===== src/rtl/axi_bridge_mp_pkg.sv =====
// Shared encodings for the multi-port cache-to-AXI3 bridge: request types,
// AXI constants and the read/write FSM state types.
package axi_bridge_pkg;

    localparam logic [2:0] TYPE_BYTE = 3'b000;
    localparam logic [2:0] TYPE_HALF = 3'b001;
    localparam logic [2:0] TYPE_WORD = 3'b010;
    localparam logic [2:0] TYPE_LINE = 3'b100;

    localparam logic [1:0] BURST_INCR = 2'b01;
    localparam logic [2:0] SIZE_4B    = 3'b010;

    localparam logic [3:0] WR_ID_DEFAULT = 4'hF;

    typedef enum logic [1:0] {
        R_IDLE = 2'd0,
        R_AR   = 2'd1,
        R_DATA = 2'd2
    } rd_state_t;

    typedef enum logic [1:0] {
        W_IDLE = 2'd0,
        W_ACT  = 2'd1,
        W_B    = 2'd2
    } wr_state_t;

    function automatic logic [31:0] line_align(input logic [31:0] addr, input int line_bytes);
        return addr & ~(32'(line_bytes) - 32'd1);
    endfunction

endpackage


===== src/rtl/axi_bridge_mp_rr_arbiter.sv =====
// Round-robin arbiter: grants the first requester at or after the pointer,
// wrapping; the pointer moves past a port only when the owner says so.
module rr_arbiter #(
    parameter int N  = 2,
    parameter int PW = (N > 1) ? $clog2(N) : 1
) (
    input  logic          clk,
    input  logic          rst,
    input  logic [N-1:0]  req,
    input  logic          upd,
    input  logic [PW-1:0] upd_idx,
    output logic [N-1:0]  grant,
    output logic          any
);

    logic [PW-1:0] ptr;
    logic          found;

    always_ff @(posedge clk or posedge rst) begin
        if (rst) begin
            ptr <= '0;
        end else if (upd) begin
            ptr <= (upd_idx == PW'(N - 1)) ? '0 : upd_idx + PW'(1);
        end
    end

    always_comb begin
        grant = '0;
        found = 1'b0;
        for (int i = 0; i < N; i++) begin
            if (!found && req[i] && i >= int'(ptr)) begin
                grant[i] = 1'b1;
                found    = 1'b1;
            end
        end
        for (int i = 0; i < N; i++) begin
            if (!found && req[i] && i < int'(ptr)) begin
                grant[i] = 1'b1;
                found    = 1'b1;
            end
        end
        any = |req;
    end

endmodule


===== src/rtl/axi_bridge_mp.sv =====
// Bridges NUM_RD cache read clients and one write-back client onto one AXI3
// master; one read and one write in flight, reads to a line being written stall.
module axi_bridge_mp
    import axi_bridge_pkg::*;
#(
    parameter int         NUM_RD     = 2,
    parameter int         LINE_WORDS = 4,
    parameter logic [3:0] WR_ID      = WR_ID_DEFAULT
) (
    input  logic                    aclk,
    input  logic                    areset,
    output logic [3:0]              arid,
    output logic [31:0]             araddr,
    output logic [7:0]              arlen,
    output logic [2:0]              arsize,
    output logic [1:0]              arburst,
    output logic [1:0]              arlock,
    output logic [3:0]              arcache,
    output logic [2:0]              arprot,
    output logic                    arvalid,
    input  logic                    arready,
    input  logic [3:0]              rid,
    input  logic [31:0]             rdata,
    input  logic [1:0]              rresp,
    input  logic                    rlast,
    input  logic                    rvalid,
    output logic                    rready,
    output logic [3:0]              awid,
    output logic [31:0]             awaddr,
    output logic [7:0]              awlen,
    output logic [2:0]              awsize,
    output logic [1:0]              awburst,
    output logic [1:0]              awlock,
    output logic [3:0]              awcache,
    output logic [2:0]              awprot,
    output logic                    awvalid,
    input  logic                    awready,
    output logic [3:0]              wid,
    output logic [31:0]             wdata,
    output logic [3:0]              wstrb,
    output logic                    wlast,
    output logic                    wvalid,
    input  logic                    wready,
    input  logic [3:0]              bid,
    input  logic [1:0]              bresp,
    input  logic                    bvalid,
    output logic                    bready,
    input  logic [NUM_RD-1:0]       rd_req,
    input  logic [3*NUM_RD-1:0]     rd_type,
    input  logic [32*NUM_RD-1:0]    rd_addr,
    output logic [NUM_RD-1:0]       rd_rdy,
    output logic [NUM_RD-1:0]       ret_valid,
    output logic                    ret_last,
    output logic [31:0]             ret_data,
    input  logic                    wr_req,
    input  logic [2:0]              wr_type,
    input  logic [31:0]             wr_addr,
    input  logic [3:0]              wr_wstrb,
    input  logic [32*LINE_WORDS-1:0] wr_data,
    output logic                    wr_rdy
);

    localparam int         LINE_BYTES = LINE_WORDS * 4;
    localparam int         LSB        = $clog2(LINE_BYTES);
    localparam int         PW         = (NUM_RD > 1) ? $clog2(NUM_RD) : 1;
    localparam logic [7:0] LINE_LEN   = 8'(LINE_WORDS - 1);

    rd_state_t r_state;
    wr_state_t w_state;

    logic [NUM_RD-1:0]       grant;
    logic                    any_req;
    logic                    ptr_upd;
    logic [PW-1:0]           port_q;
    logic [PW-1:0]           win_idx;
    logic [31:0]             win_addr;
    logic [2:0]              win_type;
    logic                    hazard;
    logic                    rd_ok;
    logic                    rd_accept;
    logic                    wr_accept;
    logic [4:0]              left_q;
    logic [32*LINE_WORDS-1:0] wbuf_q;
    logic                    unused_ok;

    assign unused_ok = &{1'b0, rresp, bid, bresp};

    assign arburst = BURST_INCR;
    assign awburst = BURST_INCR;
    assign arlock  = 2'b00;
    assign awlock  = 2'b00;
    assign arcache = 4'h0;
    assign awcache = 4'h0;
    assign arprot  = 3'b000;
    assign awprot  = 3'b000;
    assign awid    = WR_ID;
    assign wid     = WR_ID;

    rr_arbiter #(.N(NUM_RD), .PW(PW)) u_arb (
        .clk     (aclk),
        .rst     (areset),
        .req     (rd_req),
        .upd     (ptr_upd),
        .upd_idx (port_q),
        .grant   (grant),
        .any     (any_req)
    );

    always_comb begin
        win_idx  = '0;
        win_addr = '0;
        win_type = '0;
        for (int i = 0; i < NUM_RD; i++) begin
            if (grant[i]) begin
                win_idx  = PW'(i);
                win_addr = rd_addr[i*32 +: 32];
                win_type = rd_type[i*3 +: 3];
            end
        end
    end

    // A read stalls if its line is owned by the write path now or from this edge on.
    assign wr_rdy    = (w_state == W_IDLE) && !areset;
    assign wr_accept = wr_req && wr_rdy;
    assign hazard    = ((w_state != W_IDLE) && (win_addr[31:LSB] == awaddr[31:LSB])) ||
                       (wr_accept && (win_addr[31:LSB] == wr_addr[31:LSB]));
    assign rd_ok     = (r_state == R_IDLE) && !hazard && !areset;
    assign rd_rdy    = grant & {NUM_RD{rd_ok}};
    assign rd_accept = any_req && rd_ok;
    assign ptr_upd   = (r_state == R_DATA) && rvalid && rlast;

    always_comb begin
        for (int i = 0; i < NUM_RD; i++) begin
            ret_valid[i] = rvalid && rready && (rid == 4'(i));
        end
    end
    assign ret_last = rvalid && rready && rlast;
    assign ret_data = rready ? rdata : 32'h0;

    always_ff @(posedge aclk or posedge areset) begin
        if (areset) begin
            r_state <= R_IDLE;
            arvalid <= 1'b0;
            rready  <= 1'b0;
            arid    <= '0;
            araddr  <= '0;
            arlen   <= '0;
            arsize  <= '0;
            port_q  <= '0;
        end else begin
            case (r_state)
                R_IDLE: begin
                    if (rd_accept) begin
                        port_q  <= win_idx;
                        arid    <= 4'(win_idx);
                        arvalid <= 1'b1;
                        r_state <= R_AR;
                        if (win_type == TYPE_LINE) begin
                            araddr <= line_align(win_addr, LINE_BYTES);
                            arlen  <= LINE_LEN;
                            arsize <= SIZE_4B;
                        end else begin
                            araddr <= win_addr;
                            arlen  <= 8'd0;
                            arsize <= {1'b0, win_type[1:0]};
                        end
                    end
                end
                R_AR: begin
                    if (arready) begin
                        arvalid <= 1'b0;
                        rready  <= 1'b1;
                        r_state <= R_DATA;
                    end
                end
                R_DATA: begin
                    if (rvalid && rlast) begin
                        rready  <= 1'b0;
                        r_state <= R_IDLE;
                    end
                end
                default: r_state <= R_IDLE;
            endcase
        end
    end

    // Line buffer shifts down one word per accepted W beat; word 0 goes straight to wdata.
    always_ff @(posedge aclk) begin
        if (wr_accept) begin
            wbuf_q <= wr_data >> 32;
        end else if ((w_state == W_ACT) && wvalid && wready && !wlast) begin
            wbuf_q <= wbuf_q >> 32;
        end
    end

    always_ff @(posedge aclk or posedge areset) begin
        if (areset) begin
            w_state <= W_IDLE;
            awvalid <= 1'b0;
            wvalid  <= 1'b0;
            bready  <= 1'b0;
            awaddr  <= '0;
            awlen   <= '0;
            awsize  <= '0;
            wdata   <= '0;
            wstrb   <= '0;
            wlast   <= 1'b0;
            left_q  <= '0;
        end else begin
            case (w_state)
                W_IDLE: begin
                    if (wr_req) begin
                        awvalid <= 1'b1;
                        wvalid  <= 1'b1;
                        wdata   <= wr_data[31:0];
                        w_state <= W_ACT;
                        if (wr_type == TYPE_LINE) begin
                            awaddr <= line_align(wr_addr, LINE_BYTES);
                            awlen  <= LINE_LEN;
                            awsize <= SIZE_4B;
                            wstrb  <= 4'hF;
                            left_q <= 5'(LINE_WORDS - 1);
                            wlast  <= (LINE_WORDS == 1);
                        end else begin
                            awaddr <= wr_addr;
                            awlen  <= 8'd0;
                            awsize <= {1'b0, wr_type[1:0]};
                            wstrb  <= wr_wstrb;
                            left_q <= 5'd0;
                            wlast  <= 1'b1;
                        end
                    end
                end
                W_ACT: begin
                    if (awready) begin
                        awvalid <= 1'b0;
                    end
                    if (wvalid && wready) begin
                        if (wlast) begin
                            wvalid <= 1'b0;
                        end else begin
                            wdata  <= wbuf_q[31:0];
                            left_q <= left_q - 5'd1;
                            wlast  <= (left_q == 5'd1);
                        end
                    end
                    if ((!awvalid || awready) && (!wvalid || (wready && wlast))) begin
                        bready  <= 1'b1;
                        w_state <= W_B;
                    end
                end
                W_B: begin
                    if (bvalid) begin
                        bready  <= 1'b0;
                        w_state <= W_IDLE;
                    end
                end
                default: w_state <= W_IDLE;
            endcase
        end
    end

endmodule


===== config.mk =====
export PLATFORM = sky130hd
export DESIGN_NAME = axi_bridge_mp
export DESIGN_NICKNAME = d
export VERILOG_FILES = /design/src/rtl/axi_bridge_mp_pkg.sv /design/src/rtl/axi_bridge_mp_rr_arbiter.sv /design/src/rtl/axi_bridge_mp.sv
export SDC_FILE = /design/constraint.sdc
export NUM_CORES = 1
export LEC_CHECK = 0
export ABC_AREA = 1
export CAP_MARGIN = 20
export CORE_AREA = 2 2 194 196
export CTS_CLUSTER_SIZE = 16
export DETAILED_ROUTE_END_ITERATION = 6
export DIE_AREA = 0 0 196 198
export SYNTH_ARGS = -nofsm -noshare
export SYNTH_HDL_FRONTEND = slang
export SYNTH_SLANG_ARGS = --single-unit
export TNS_END_PERCENT = 30

===== constraint.sdc =====
create_clock -name aclk -period 16.2 [get_ports aclk]
set_input_delay 3.24 -clock aclk [delete_from_list [all_inputs] [get_ports aclk]]
set_output_delay 3.24 -clock aclk [all_outputs]
set_load 0.05 [all_outputs]

==> key figures <==
Clock tree
  • Setup bufs post-CTS: 0
  • Clock latency on the worst-skew pair: 0.56 ns
  • H-tree depth: 1
  • Total CTS buffers: 27
  • Clock Tree Root: clkbuf_16
  • CTS Buffer Depth: 3
  • Clock Sinks: 219
  • CTS clk-pin slew, worst paths: 0.05 ns
  • Clock tree from TritonCTS: yes
  • Post-CTS Hold Buffers: 0
  • PostCTS Resize Cnt: 0

Detailed routing
  • Post-route ant nets: 0
  • DRC: 0
  • DR vias/cell: 4.726
  • DR pass1 iterations: 5
  • DR iter-0 viols: 713
  • Wire per inst: 18.27 µm
  • Vias: 11939
  • Routed wire length: 46140 µm

Die
  • Num ports: 492
  • Die Width: 196 µm
  • Die ar.: 38810 µm²
  • Die Y: 198 µm
  • Placement Rows: 71
  • Initial Util: 32.81%
  • Core box area: 36960 µm²

Power
  • Maximum VDD drop: 87.80 µV
  • Lkg Pwr: 8.438 nW
  • PD cells: 186.9 nW/µm²

STA
  • Highest clock rate: 0.09389 GHz
  • Crit share post-route: 65.75%
  • Least-Margin Pin Slew: 1.019 ns
  • Min Tclk post-route: 10.65 ns
  • Setup Skew: 0.009115 ns
  • Setup tns final: 0 ns
  • RSZ-0062 raised after global routing: false
  • Slew margin rel.: 32.07%
  • Final setup viols: 0
  • Fin. Hold Viols: 0
  • Fin. max-slew vios: 0

Hold path
  • HP Class: register to register
  • Worst Hold Path EP: araddr[1]
  • Hold Path Origin: araddr[1]
  • Hold Path Stages: 2

Place
  • GPL Wtd Cong: 0.9343
  • Half-perimeter wire length after placement: 34080 µm
  • Port buffer count: 436

Global route
  • Grt ovf: 0
  • Vias in the first global route: 11464
  • First-pass GRT wire length: 67970 µm
  • Antenna violations before repair: 14
  • Largest net degree at the start of global routing: 97
  • All-Layer GR Usage: 23.09%

Critical path
  • Crit start category: input pin
  • Reg2Reg Depth: 14
  • Reg2Reg Setup Slack: 12.30 ns
  • Reg-to-Reg Start: u_arb.ptr
  • Crit Path Category: input pin to output pin
  • Worst flop-to-flop path endpoint: araddr[20]
  • Crit Path Max Fanout: 32
  • WP data required: 12.96 ns
  • CP arrival: 7.41 ns
  • Critical Path End Type: output pin

Run
  • Max-Cap Viols: 0

Final layout
  • Syn-to-layout area delta: 44.98%
  • Most common cell after layout, fill and taps aside: nand2_1
  • Fill cells: 3694
  • Layout cells sized above 1: 4.301%
  • Count of nets after finishing: 2320
  • Core Util, Final: 47.57%
  • Most frequent cells in the layout: nand2_1, clkdlybuf4s50_1, inv_1

Yosys
  • Mapped Area: 12120 µm²
  • Avg Cell Area, Syn: 7.452 µm²
  • Yosys cell types: 32
  • Seq/Total Area, Yosys: 49.16%
  • Yosys reg bits: 219
  • Yosys Warn Count: 0
  • Post-synthesis cell count: 1627

Run status
  • Status: finished clean
[logic make-up after synthesis]
kind of cell | synth area share (%)
and+or+nand+nor | 35.03
buffers and inverters | 11.28
DFF | 49.16
AOI/OAI and AO/OA | 4.190
adders and majority gates | 0.2064
other | 0.06194
xor gates and xnor gates | 0.07225
[synthesized netlist by cell type (all sizes together)]
library cell	number	share of area, %
nand3b	4	0.25
clkbuf	41	1.3
and3	1	0.052
a21oi	7	0.29
a22o	4	0.29
or2	3	0.15
ha	2	0.21
a31oi	32	1.7
xnor2	1	0.072
dfrtp	123	25
nor4	2	0.10
nor2	141	4.4
nand2	676	21
inv	167	5.2
conb	2	0.062
a22oi	1	0.062
nor3	3	0.12
nand4	40	2.1
nand3	151	6.8
nor4b	1	0.072
o21ai	46	1.9
edfxtp	96	24
buf	83	4.8
[report_power, final]
part | internal (mW) | switching [mW] | leakage, nW
clock | 0.378 | 0.254 | 0.453
combinational | 0.528 | 1.19 | 5.60
sequential | 0.798 | 0.133 | 2.38
total | 1.70 | 1.58 | 8.44
[through the flow]
step	setup slack [ns]	hold WS, ns	std cells	total power, mW	instance area (µm²)
final	5.549	0.4690	2526	3.285	17580
after global routing	5.400	0.4924	2524	3.476	17570
after CTS	5.648	0.4723	2520	3.317	17560
after detailed placement	5.669	0.4586	2471	2.673	16640
after global placement	5.720	0.4526	2471	2.658	16640
after floorplan	5.744	0.4404	1672	2.052	12290
[worst max-delay path, stage by stage]
cell	delay [ns]
clkdlybuf4s50_1	0.46
buf_4	0.36
nand2_2	0.22
buf_4	0.34
nand2_2	0.59
nand2_1	0.24
nand2_1	0.18
nand2_1	0.10
nand2_1	0.07
nor2_1	0.04
nand2_1	0.10
nor2_1	0.07
nand2_1	0.06
nor2_1	0.06
nor2_2	0.14
nand3_1	0.13
inv_1	0.12
clkdlybuf4s50_1	0.82
[how the worst max path moves through the flow]
stage	startpoint	end	slack [ns]	depth (start not counted)
detailed placement	rd_req[1]	rd_rdy[1]	5.67	18
floorplan	areset	rd_rdy[0]	5.74	5
CTS	rd_req[1]	rd_rdy[1]	5.65	18
finish	rd_req[1]	rd_rdy[1]	5.55	18
global placement	rd_req[1]	rd_rdy[1]	5.72	18
global route	rd_req[1]	rd_rdy[1]	5.40	18
[layer usage]
layer  vias up  share of wire (%)  global-route usage, %
met3        90                 10                  8.108
li1       5879                  -                      -
met1      5450                 39                  27.10
met2       508                 46                  38.58
met5         -               0.19                      0
met4        12                4.1                  9.484
[flip-flops by register name, summed over array words and instances, names as in the netlist, 2 cells and up]
register	count
awsize	2
awaddr	32
araddr	32
wdata	32
r_state	2
left_q	5
arsize	2
w_state	2
wbuf_q	96
wstrb	4
[final cells by class]
type	count	area [µm²]	share of cell area [%]
Timing Repair Buffer	449	4457	25.35
Sequential cell	219	5961	33.91
Antenna cell	6	15.01	0.08542
Clock inverter	13	163.9	0.9325
Inverter	167	631.9	3.595
Clock buffer	36	759.5	4.321
Multi-Input combinational cell	1162	4997	28.43
Tap cell	474	593.1	3.374
No activity file was read; power rests on OpenSTA's default activity.
